**config.mk**
```make
export PLATFORM = sky130hd
export DESIGN_NAME = router_1xn_flat
export DESIGN_NICKNAME = d
export VERILOG_FILES = /design/src/rtl/router_1xn_if.sv /design/src/rtl/router_1xn.sv /design/src/flat_wrapper.sv
export SDC_FILE = /design/constraint.sdc
export NUM_CORES = 1
export LEC_CHECK = 0
export BUFFER_PORTS_ARGS = -buffer_cell sky130_fd_sc_hd__buf_2
export CELL_PAD_IN_SITES_DETAIL_PLACEMENT = 1
export CELL_PAD_IN_SITES_GLOBAL_PLACEMENT = 2
export CORE_ASPECT_RATIO = 2
export CORE_MARGIN = 4
export CORE_UTILIZATION = 40
export CTS_BUF_LIST = sky130_fd_sc_hd__clkbuf_2
export CTS_CLUSTER_SIZE = 40
export DETAILED_ROUTE_END_ITERATION = 10
export PLACE_DENSITY = 0.66
export SETUP_SLACK_MARGIN = 0.3
export SYNTH_ARGS = -nofsm -noshare
export SYNTH_HDL_FRONTEND = slang
export SYNTH_SLANG_ARGS = --single-unit
```
**constraint.sdc**
```tcl
create_clock -name clock -period 3.9 [get_ports clock]
set_input_delay 0.39 -clock clock [delete_from_list [all_inputs] [get_ports clock]]
set_output_delay 0.39 -clock clock [all_outputs]
set_load 0.01 [all_outputs]
```
**src/rtl/router_1xn_if.sv**
```systemverilog
// ---------------------------------------------------------------------------
// router_1xn_if : packet and read-side bus of the 1xN packet router.
//
// Signals
//   pkt_valid  : data_in carries a packet byte
//   data_in    : packet byte (header, payload or parity)
//   busy       : input stall. Handshake: a byte is transferred on a rising
//                edge iff pkt_valid=1 and busy=0 during the preceding cycle.
//                busy never depends on pkt_valid.
//   err        : 1-cycle pulse, parity mismatch on a delivered packet
//   drop       : 1-cycle pulse, packet discarded
//   read_enb   : per-channel read request. A read happens on an edge iff
//                read_enb[i]=1 and vld_out[i]=1.
//   vld_out    : per-channel FIFO non-empty
//   data_out   : per-channel read data, channel i at [i*DATA_W +: DATA_W]
//   soft_reset : per-channel 1-cycle pulse, channel flushed by timeout
//
// Modports
//   slave  : the router itself
//   master : packet source plus downstream readers (testbench side)
// ---------------------------------------------------------------------------
interface router_1xn_if #(
  parameter int DATA_W    = 8,
  parameter int NUM_PORTS = 3
) ();
  logic                          pkt_valid;
  logic [DATA_W-1:0]             data_in;
  logic                          busy;
  logic                          err;
  logic                          drop;
  logic [NUM_PORTS-1:0]          read_enb;
  logic [NUM_PORTS-1:0]          vld_out;
  logic [NUM_PORTS*DATA_W-1:0]   data_out;
  logic [NUM_PORTS-1:0]          soft_reset;

  modport slave (
    input  pkt_valid, data_in, read_enb,
    output busy, err, drop, vld_out, data_out, soft_reset
  );

  modport master (
    output pkt_valid, data_in, read_enb,
    input  busy, err, drop, vld_out, data_out, soft_reset
  );
endinterface

```
**src/rtl/router_1xn.sv**
```systemverilog
// ---------------------------------------------------------------------------
// router_1xn : byte-serial 1-to-NUM_PORTS packet router.
//
// A packet is a header (addr = header[1:0], length L = header[DATA_W-1:2]),
// L payload bytes and one parity byte (XOR of header and payload). Packets
// are steered into a per-channel FIFO; packets for a nonexistent channel, or
// whose channel is flushed by the read timeout mid-packet, are swallowed and
// flagged with drop.
//
// Ports
//   clock     : rising-edge clock
//   resetn    : asynchronous active-low reset
//   bus       : router_1xn_if.slave (packet input, status, read side)
//   dbg_state : current FSM state encoding
// ---------------------------------------------------------------------------
module router_1xn #(
  parameter int DATA_W     = 8,
  parameter int NUM_PORTS  = 3,
  parameter int FIFO_DEPTH = 16,
  parameter int TIMEOUT    = 30
) (
  input  logic          clock,
  input  logic          resetn,
  router_1xn_if.slave   bus,
  output logic [2:0]    dbg_state
);

  localparam int LEN_W = DATA_W - 2;
  localparam int PTR_W = $clog2(FIFO_DEPTH);
  localparam int CNT_W = PTR_W + 1;
  localparam int TO_W  = $clog2(TIMEOUT + 1);
  localparam logic [2:0]      NP3     = 3'(NUM_PORTS);
  localparam logic [TO_W-1:0] TO_LAST = TO_W'(TIMEOUT - 1);

  typedef enum logic [2:0] {
    S_IDLE    = 3'd0,
    S_HDR_WR  = 3'd1,
    S_PAYLOAD = 3'd2,
    S_PARITY  = 3'd3,
    S_CHECK   = 3'd4,
    S_DROP    = 3'd5
  } state_t;

  state_t              state_q, state_d;
  logic [1:0]          dest_q, dest_d;
  logic [LEN_W-1:0]    len_q, len_d;
  logic [DATA_W-1:0]   par_acc_q, par_acc_d;
  logic [DATA_W-1:0]   par_byte_q, par_byte_d;
  logic                drop_q, drop_d;

  logic [DATA_W-1:0]   mem_q    [NUM_PORTS][FIFO_DEPTH];
  logic [DATA_W-1:0]   mem_d    [NUM_PORTS][FIFO_DEPTH];
  logic [PTR_W-1:0]    wr_ptr_q [NUM_PORTS];
  logic [PTR_W-1:0]    wr_ptr_d [NUM_PORTS];
  logic [PTR_W-1:0]    rd_ptr_q [NUM_PORTS];
  logic [PTR_W-1:0]    rd_ptr_d [NUM_PORTS];
  logic [CNT_W-1:0]    count_q  [NUM_PORTS];
  logic [CNT_W-1:0]    count_d  [NUM_PORTS];
  logic [DATA_W-1:0]   dout_q   [NUM_PORTS];
  logic [DATA_W-1:0]   dout_d   [NUM_PORTS];
  logic [TO_W-1:0]     to_cnt_q [NUM_PORTS];
  logic [TO_W-1:0]     to_cnt_d [NUM_PORTS];
  logic [NUM_PORTS-1:0] soft_q, soft_d;

  logic [NUM_PORTS-1:0] full, empty, flush, wr_sel, rd_sel;
  logic                 full_dest, flush_dest, busy, accept, wr_en;
  logic [DATA_W-1:0]    wr_data;

  // Channel status, all from registered state so busy stays stable between
  // edges. A flush fires on the edge that ends the TIMEOUT-th unread cycle.
  always_comb begin
    full  = '0;
    empty = '0;
    flush = '0;
    for (int i = 0; i < NUM_PORTS; i++) begin
      full[i]  = (count_q[i] == CNT_W'(FIFO_DEPTH));
      empty[i] = (count_q[i] == '0);
      flush[i] = !empty[i] && !bus.read_enb[i] && (to_cnt_q[i] == TO_LAST);
    end
  end

  always_comb begin
    full_dest  = 1'b0;
    flush_dest = 1'b0;
    for (int i = 0; i < NUM_PORTS; i++) begin
      if (dest_q == 2'(i)) begin
        full_dest  = full[i];
        flush_dest = flush[i];
      end
    end
  end

  always_comb begin
    busy = 1'b0;
    case (state_q)
      S_HDR_WR, S_CHECK:    busy = 1'b1;
      S_PAYLOAD, S_PARITY:  busy = full_dest;
      default:              busy = 1'b0;
    endcase
  end

  assign accept = bus.pkt_valid && !busy;

  // FSM next state. The header is held in par_acc_q until it is written,
  // since nothing has been XORed into the accumulator before HDR_WR ends.
  always_comb begin
    state_d    = state_q;
    dest_d     = dest_q;
    len_d      = len_q;
    par_acc_d  = par_acc_q;
    par_byte_d = par_byte_q;
    drop_d     = 1'b0;
    wr_en      = 1'b0;
    wr_data    = bus.data_in;
    unique case (state_q)
      S_IDLE: begin
        if (accept) begin
          dest_d    = bus.data_in[1:0];
          len_d     = bus.data_in[DATA_W-1:2];
          par_acc_d = bus.data_in;
          state_d   = ({1'b0, bus.data_in[1:0]} < NP3) ? S_HDR_WR : S_DROP;
        end
      end
      S_HDR_WR: begin
        wr_data = par_acc_q;
        if (flush_dest) begin
          state_d = S_DROP;
        end else if (!full_dest) begin
          wr_en   = 1'b1;
          state_d = (len_q == '0) ? S_PARITY : S_PAYLOAD;
        end
      end
      S_PAYLOAD: begin
        wr_en = accept;
        if (accept) begin
          par_acc_d = par_acc_q ^ bus.data_in;
          len_d     = len_q - LEN_W'(1);
        end
        // On a flush the byte taken this edge is already counted off len,
        // so DROP resumes with exactly the bytes still outstanding.
        if (flush_dest)                         state_d = S_DROP;
        else if (accept && len_q == LEN_W'(1))  state_d = S_PARITY;
      end
      S_PARITY: begin
        wr_en = accept;
        if (accept) par_byte_d = bus.data_in;
        if (flush_dest) begin
          if (accept) begin
            drop_d  = 1'b1;
            state_d = S_IDLE;
          end else begin
            state_d = S_DROP;
          end
        end else if (accept) begin
          state_d = S_CHECK;
        end
      end
      S_CHECK: begin
        state_d = S_IDLE;
      end
      S_DROP: begin
        // len counts remaining payload; the byte taken at len=0 is parity.
        if (accept) begin
          if (len_q == '0) begin
            drop_d  = 1'b1;
            state_d = S_IDLE;
          end else begin
            len_d = len_q - LEN_W'(1);
          end
        end
      end
      default: state_d = S_IDLE;
    endcase
  end

  // Per-channel FIFO and timeout; a flush overrides any read or write.
  always_comb begin
    mem_d    = mem_q;
    wr_ptr_d = wr_ptr_q;
    rd_ptr_d = rd_ptr_q;
    count_d  = count_q;
    dout_d   = dout_q;
    to_cnt_d = to_cnt_q;
    soft_d   = '0;
    wr_sel   = '0;
    rd_sel   = '0;
    for (int i = 0; i < NUM_PORTS; i++) begin
      wr_sel[i] = wr_en && (dest_q == 2'(i)) && !full[i];
      rd_sel[i] = bus.read_enb[i] && !empty[i];
      soft_d[i] = flush[i];
      if (flush[i]) begin
        wr_ptr_d[i] = '0;
        rd_ptr_d[i] = '0;
        count_d[i]  = '0;
        to_cnt_d[i] = '0;
      end else begin
        if (wr_sel[i]) begin
          mem_d[i][wr_ptr_q[i]] = wr_data;
          wr_ptr_d[i] = wr_ptr_q[i] + PTR_W'(1);
        end
        if (rd_sel[i]) begin
          dout_d[i]   = mem_q[i][rd_ptr_q[i]];
          rd_ptr_d[i] = rd_ptr_q[i] + PTR_W'(1);
        end
        count_d[i]  = count_q[i] + CNT_W'(wr_sel[i]) - CNT_W'(rd_sel[i]);
        to_cnt_d[i] = (!empty[i] && !bus.read_enb[i]) ? to_cnt_q[i] + TO_W'(1) : '0;
      end
    end
  end

  always_ff @(posedge clock or negedge resetn) begin
    if (!resetn) begin
      state_q    <= S_IDLE;
      dest_q     <= '0;
      len_q      <= '0;
      par_acc_q  <= '0;
      par_byte_q <= '0;
      drop_q     <= 1'b0;
      soft_q     <= '0;
      for (int i = 0; i < NUM_PORTS; i++) begin
        wr_ptr_q[i] <= '0;
        rd_ptr_q[i] <= '0;
        count_q[i]  <= '0;
        dout_q[i]   <= '0;
        to_cnt_q[i] <= '0;
      end
    end else begin
      state_q    <= state_d;
      dest_q     <= dest_d;
      len_q      <= len_d;
      par_acc_q  <= par_acc_d;
      par_byte_q <= par_byte_d;
      drop_q     <= drop_d;
      soft_q     <= soft_d;
      wr_ptr_q   <= wr_ptr_d;
      rd_ptr_q   <= rd_ptr_d;
      count_q    <= count_d;
      dout_q     <= dout_d;
      to_cnt_q   <= to_cnt_d;
    end
  end

  // Storage needs no reset: emptiness is tracked by the counters.
  always_ff @(posedge clock) begin
    mem_q <= mem_d;
  end

  always_comb begin
    bus.data_out = '0;
    for (int i = 0; i < NUM_PORTS; i++) begin
      bus.data_out[i*DATA_W +: DATA_W] = dout_q[i];
    end
  end

  assign bus.busy       = busy;
  assign bus.err        = (state_q == S_CHECK) && (par_byte_q != par_acc_q);
  assign bus.drop       = drop_q;
  assign bus.vld_out    = ~empty;
  assign bus.soft_reset = soft_q;
  assign dbg_state      = state_q;

endmodule

```
**src/flat_wrapper.sv**
```systemverilog
// flat-port wrapper written by rule: the top's interface ports become plain ports
module router_1xn_flat 
#(
  parameter int DATA_W     = 8,
  parameter int NUM_PORTS  = 3,
  parameter int FIFO_DEPTH = 16,
  parameter int TIMEOUT    = 30
)
  (clock, resetn, dbg_state, bus_pkt_valid, bus_data_in, bus_read_enb, bus_busy, bus_err, bus_drop, bus_vld_out, bus_data_out, bus_soft_reset);
  router_1xn_if #(.DATA_W(DATA_W), .NUM_PORTS(NUM_PORTS)) bus_i ();
  input  logic clock;
  input  logic resetn;
  output logic [2:0] dbg_state;
  input wire logic [$bits(bus_i.pkt_valid)-1:0] bus_pkt_valid;
  input wire logic [$bits(bus_i.data_in)-1:0] bus_data_in;
  input wire logic [$bits(bus_i.read_enb)-1:0] bus_read_enb;
  output wire logic [$bits(bus_i.busy)-1:0] bus_busy;
  output wire logic [$bits(bus_i.err)-1:0] bus_err;
  output wire logic [$bits(bus_i.drop)-1:0] bus_drop;
  output wire logic [$bits(bus_i.vld_out)-1:0] bus_vld_out;
  output wire logic [$bits(bus_i.data_out)-1:0] bus_data_out;
  output wire logic [$bits(bus_i.soft_reset)-1:0] bus_soft_reset;
  assign bus_i.pkt_valid = bus_pkt_valid;
  assign bus_i.data_in = bus_data_in;
  assign bus_i.read_enb = bus_read_enb;
  assign bus_busy = bus_i.busy;
  assign bus_err = bus_i.err;
  assign bus_drop = bus_i.drop;
  assign bus_vld_out = bus_i.vld_out;
  assign bus_data_out = bus_i.data_out;
  assign bus_soft_reset = bus_i.soft_reset;
  router_1xn #(.DATA_W(DATA_W), .NUM_PORTS(NUM_PORTS), .FIFO_DEPTH(FIFO_DEPTH), .TIMEOUT(TIMEOUT)) u_core (.clock(clock), .resetn(resetn), .bus(bus_i), .dbg_state(dbg_state));
endmodule
```
**After elaboration in Yosys (flattened, before gate mapping)**

Index checks and enable logic that the tools add are counted.

- $add $sub $neg: 16
- Reductions and logical operators: 58
- Equality and inequality tests: 23
- Bitwise logic cells: 11
- Multiplexer cells: 76
- $lt $le $gt $ge: 10

Operators by type and width:

| kind | count |
|---|---|
| 128-bit bitwise mux | 3 |
| 8-bit binary-select mux with 4-bit select | 3 |
| 8-bit demux with 4-bit select | 3 |
| 8-bit 2-to-1 mux | 12 |
| 4-bit 2-to-1 mux | 12 |
| 5-bit 2-to-1 mux | 9 |
| 3-bit 2-to-1 mux | 11 |
| 5-bit equality test, second input constant | 6 |
| 5-bit greater-or-equal comparator, second input constant | 6 |
| 4-bit inverter with 5-bit output | 6 |
| 4-bit by 1-bit adder with 4-bit output, second input constant | 6 |
| 6-bit 2-to-1 mux | 4 |
| 1-bit logical AND | 21 |
| 6-bit one-hot mux with 3 select lines | 1 |
| 8-bit one-hot mux with 2 select lines | 1 |
| 2-bit AND reduction | 8 |
| 5-bit by 1-bit adder with 5-bit output | 3 |
| 5-bit by 1-bit adder with 5-bit output, second input constant | 3 |
| 5-bit zero test | 3 |
| 5-bit by 1-bit < comparator with 1-bit output, second input constant | 3 |
| 3-bit one-hot mux with 5 select lines | 1 |
| 5-bit by 1-bit subtractor with 5-bit output | 3 |
| 2-bit nonzero test | 7 |
| 1-bit 2-to-1 mux | 13 |
| 26 further kinds | 46 |

- Bits in registers: 493
- Input port bits: 14
- Logic and storage cells: 264

**Depth between registers and ports, before layout**

- Depth after elaboration: 14
- Gate-level depth with buffers: 17
- Gate-level depth less buffers: 16

**Worst setup path after synthesis**

OpenSTA, ideal clock, no wires.

- Path type: reg-to-reg
- Start: reg u_core.count_q[8] in the netlist's numbering
- End: reg u_core.mem_q[112] in the netlist's numbering, enable pin
- Period minus slack after synthesis: 3.091 ns
- Data arrival time: 2.696 ns
- Cell stages (with the launch flop): 9
- Slack: 0.809 ns
- Path buffers: 0
- Cells stage by stage: dfrtp_1 > inv_1 > ha_1 > nor4b_2 > nor4_1 > nor3_4 > a32o_2 > nand2_4 > nor4bb_1

- Word-level cells in the longest chain between the ends: 11

RTL lines:

| item | line | text |
|---|---|---|
| start: declaration | router_1xn.sv:57 | `logic [CNT_W-1:0] count_q [NUM_PORTS];` |
| start signal: assignment | router_1xn.sv:237 | `count_q <= count_d;` |
| parallel branches: the longest is 7 deep, another holds 5-bit equality test | n/a |  |
| 1-bit one-hot mux with 2 select lines * | router_1xn.sv:115 | `unique case (state_q)` |
| 1-bit logical AND * (2 in series) | router_1xn.sv:188 | `wr_sel[i] = wr_en && (dest_q == 2'(i)) && !full[i];` |
| 2-bit AND reduction (no line) * | n/a |  |
| end signal: assignment | router_1xn.sv:245 | `mem_q <= mem_d;` |
| end: declaration | router_1xn.sv:51 | `logic [DATA_W-1:0] mem_q [NUM_PORTS][FIFO_DEPTH];` |

Mark *: on every way between the ends.
A chain may end at the register's enable or synchronous reset.

==> out/qor.yml <==
floorplanning:
  core_um2: 51700
  initial_core_util: 0.402
  pin_count: 50
  die-area_um2: 55900
  die_x_um: 169
  rows: 118
  die_h_um: 330
clock_network:
  clock_latency_ps: 1080
  cts-root-buf: "clkbuf_2"
  cts_made_buffers: 106
  htreeDepth: 3
  cts_sinks: 493
  cts_tree: "done"
  cts.path.max_buffers: 3
  clk_pin_slew_ps: 110
placement:
  dp_hpwl_um: 34600
  io_buffers: 49
  place_inst: 1942
  gp_congestion: 0.741
  place_area_um2: 22100
synthesis:
  ys_seq_elements: 493
  synthesis.nets: 1291
  synth_edf_count: 384
  syn_area_um2: 20800
  syn-instance-count: 1232
  syn_avg_cell_area_um2: 16.9
  yosysWarnings: 0
  async_reset_ff_frac: 0.221
  seq_area_frac_synth: 0.686
  synth.distinct_cells: 63
  ys.flop_type: "edfxtp_1"
global_route:
  grt_antenna_before_repair: 1
  grt_pass1_vias: 12795
  gr-total-overflow: 0
  grt_pass1_wl_um: 78600
  grt_usage: 0.190
  grt_max_degree: 75
timing:
  worst_pin_slew_ps: 993
  hold_viol: 0
  fin_tns_setup_ps: 0
  finalSetupViolCount: 0
  post-route-min-period_ps: 3330
  post-route-period-util: 0.853
  rsz0062_at_grt: "true"
  maxSlewViolCount: 0
  fin_worst_skew_ps: 60.5
  max_freq_mhz: 301
  timing.max_slew.rel_slack: 0.337
setup_path:
  cp_max_fo: 7
  reg2reg_to: "u_core.count_q[14]$_DFF_PN0_"
  ff2ff_path_depth: 17
  arrival_ps: 4290
  cp-end-kind: "flip-flop"
  startpoint: "u_core.count_q[8]$_DFF_PN0_"
  start_kind: "flip-flop"
  worstSetupPathType: "flip-flop to flip-flop"
  rrSetupSlack_ps: 570
  rr_startpoint: "u_core.count_q[8]$_DFF_PN0_"
  critical_path_required_ps: 4860
run:
  maxCapViolations: 0
routing:
  viasPerCell: 5.26
  wl_per_cell_um: 23.8
  via_count: 11389
  remaining_drc_errors: 0
  firstDrtPassIters: 5
  drt-initial-drc-count: 618
  ant_nets: 0
  totalWireLength_um: 51500
cells_and_area:
  nets: 1478
  finalInstanceArea_um2: 23300
  areaGrowthSynthToFinish_pct: 12.2
  stdcell_count: 2166
  drive_gt1_frac: 0.304
  fillers: 5183
power_and_ir_drop:
  leakagePower_nw: 8.48
  power.density_nw_per_um2: 673
  vdd_ir_drop_max_uv: 308
min_path:
  hold_class: "input pin to flip-flop"
  holdPathStages: 3
  hold_start: "bus_data_in[2]"
  holdPathEnd: "u_core.par_byte_q[2]$_DFFE_PN0P_"
status:
  outcome: "complete, no violations"
[final cells by class]
class                   count  area, µm²  share of cell area
flip-flops and latches    493      14300               0.611
multi-input cells         635       6140               0.263
repair buffers            135        985              0.0422
well taps                 660        826              0.0354
clock buffers             154        771              0.0330
inverters                  48        184             0.00788
clock inverters            40        170             0.00729
diodes                      1       2.50            0.000107
[kinds of logic (layout without fill, tap and decap cells)]
group,after synthesis,count (layout),share of synthesized area
other,0,1,0
buffers and inverters,104,377,0.0202
adder cells (fa/ha/maj),45,45,0.0282
AO/OA/AOI/OAI,88,88,0.0266
XOR/XNOR,40,40,0.0168
AND/OR/NAND/NOR,323,323,0.0823
flip-flops,493,493,0.686
multiplexers,139,139,0.140
[worst max-delay path, cell delays in order (launching register included)]
cell and delay [ps]:
dfrtp_1 400, inv_1 100, ha_1 170, nand4bb_1 170, o21ai_1 310, nand3_1 240, a32o_2 390, buf_4 170
nand2_4 60, inv_2 40, ha_1 200, inv_1 70, fa_1 200, inv_1 50, a21oi_1 160, nor2_1 60
or3_1 340, a21oi_1 140
[registers in the layout, indices dropped and copies added (netlist names)]
name / count
u_core.bus.data_out: 24
u_core.bus.drop: 1
u_core.bus.soft_reset: 3
u_core.count_q: 15
u_core.dbg_state: 3
u_core.dest_q: 2
u_core.len_q: 6
u_core.mem_q: 384
u_core.par_acc_q: 8
u_core.par_byte_q: 8
u_core.rd_ptr_q: 12
u_core.to_cnt_q: 15
u_core.wr_ptr_q: 12
[synth_stat cells, types with 2 or more instances]
library cell  instances  area share
nor2_1               81       0.015
nand2_1             117       0.021
dfrtp_1             109        0.13
ha_1                 42       0.025
nor3_2                4      0.0019
nand4_1              11      0.0033
nor4b_2              10      0.0072
buf_6                 2      0.0011
nor4_1                6      0.0018
xor2_1               34       0.014
nand4_4               4      0.0041
a22oi_1               2     0.00072
and3_1                2     0.00060
buf_1                 6      0.0011
buf_2                 9      0.0022
mux2_2               18      0.0097
nand3_1              31      0.0075
fa_1                  3      0.0029
nand2b_1              9      0.0027
nor2b_1               6      0.0018
nor4_2                2      0.0012
or3_1                12      0.0036
mux4_2              120        0.13
o21ai_0              11      0.0026
xnor2_1               6      0.0025
clkbuf_1             38      0.0069
nand2_4               2      0.0011
and2_1               14      0.0042
a211oi_1              2     0.00072
edfxtp_1            384        0.55
nor3_1                3     0.00072
o31ai_1               3      0.0011
inv_1                46      0.0083
a21o_1                4      0.0014
a211o_1               2     0.00084
a21oi_1              34      0.0082
o21ai_1              16      0.0039
o21a_1                2     0.00072
[worst max-delay path by stage]
stage / endpoint / slack [ps] / depth (start not counted)
6_report: u_core.count_q[14]$_DFF_PN0_ / 570 / 17
5_1_grt: u_core.count_q[4]$_DFF_PN0_ / 280 / 16
4_1_cts: u_core.count_q[4]$_DFF_PN0_ / 310 / 17
2_1_floorplan: u_core.mem_q[112]$_DFFE_PP_ / 810 / 8
3_3_place_gp: u_core.count_q[4]$_DFF_PN0_ / 370 / 16
3_5_place_dp: u_core.count_q[4]$_DFF_PN0_ / 330 / 17
[where the power goes]
group	switching (W)	leakage [nW]	internal, W
combinational	0.00277	2.95	0.00239
sequential	0.000897	4.80	0.00656
clock	0.00202	0.727	0.00107
[repair_timing]
| item | CTS | global route |
|---|---|---|
| endpoints found under the setup margin | 1 | 52 |
| pin swaps | 0 | 3 |
| gates cloned | 0 | 0 |
| resized for setup | 1 | 4 |
| hold buffers | 23 | 0 |
| endpoints found under the hold margin | 184 | 0 |
| setup buffers | 0 | 6 |
[layer usage]
layer | share of wire | vias up | GRT usage | routed length, µm
met3 | 0.031 | 93 | 0.0310 | 1570
met2 | 0.58 | 211 | 0.370 | 29900
met4 | 0.038 | 0 | 0.0815 | 1960
li1 | - | 5143 | - | -
met1 | 0.35 | 5942 | 0.197 | 18100
met5 | 0 | - | 0 | 0
[metrics by stage]
step           utilization  worst slack, ps  hold slack, ps  power (W)
5_1_grt              0.452              280            83.4     0.0168
4_1_cts              0.450              308            27.6     0.0160
3_5_place_dp         0.427              329             459     0.0128
2_1_floorplan            -              809            94.4     0.0109
6_report             0.452              572             179     0.0157
3_3_place_gp         0.427              373             454     0.0127
[cell usage in the layout, fill, tap and decap left out, types with 3 or more instances in the layout]
cell type | netlist | final
nor2b_1 | 6 | 6
nand4_4 | 4 | 4
nand3_1 | 31 | 31
and2_1 | 14 | 14
nor3_1 | 3 | 3
nor4_2 | 2 | 3
nor2_1 | 81 | 81
ha_1 | 42 | 42
edfxtp_1 | 384 | 384
nand2_1 | 117 | 117
buf_2 | 9 | 48
clkinv_1 | 1 | 29
o21ai_0 | 11 | 11
a21oi_1 | 34 | 34
dfrtp_2 | 0 | 5
nor3_2 | 4 | 4
nor4_1 | 6 | 5
fa_1 | 3 | 3
or3_1 | 12 | 12
mux2_2 | 18 | 18
buf_4 | 1 | 62
o31ai_1 | 3 | 3
a21o_1 | 4 | 3
clkinv_2 | 0 | 9
dlygate4sd3_1 | 0 | 22
nand4_1 | 11 | 11
nand2b_1 | 9 | 9
clkbuf_2 | 0 | 154
mux4_2 | 120 | 120
dfrtp_1 | 109 | 104
xnor2_1 | 6 | 6
o21ai_1 | 16 | 16
inv_1 | 46 | 45
xor2_1 | 34 | 34
nor4b_2 | 10 | 11
No activity file was read; power rests on OpenSTA's default activity.
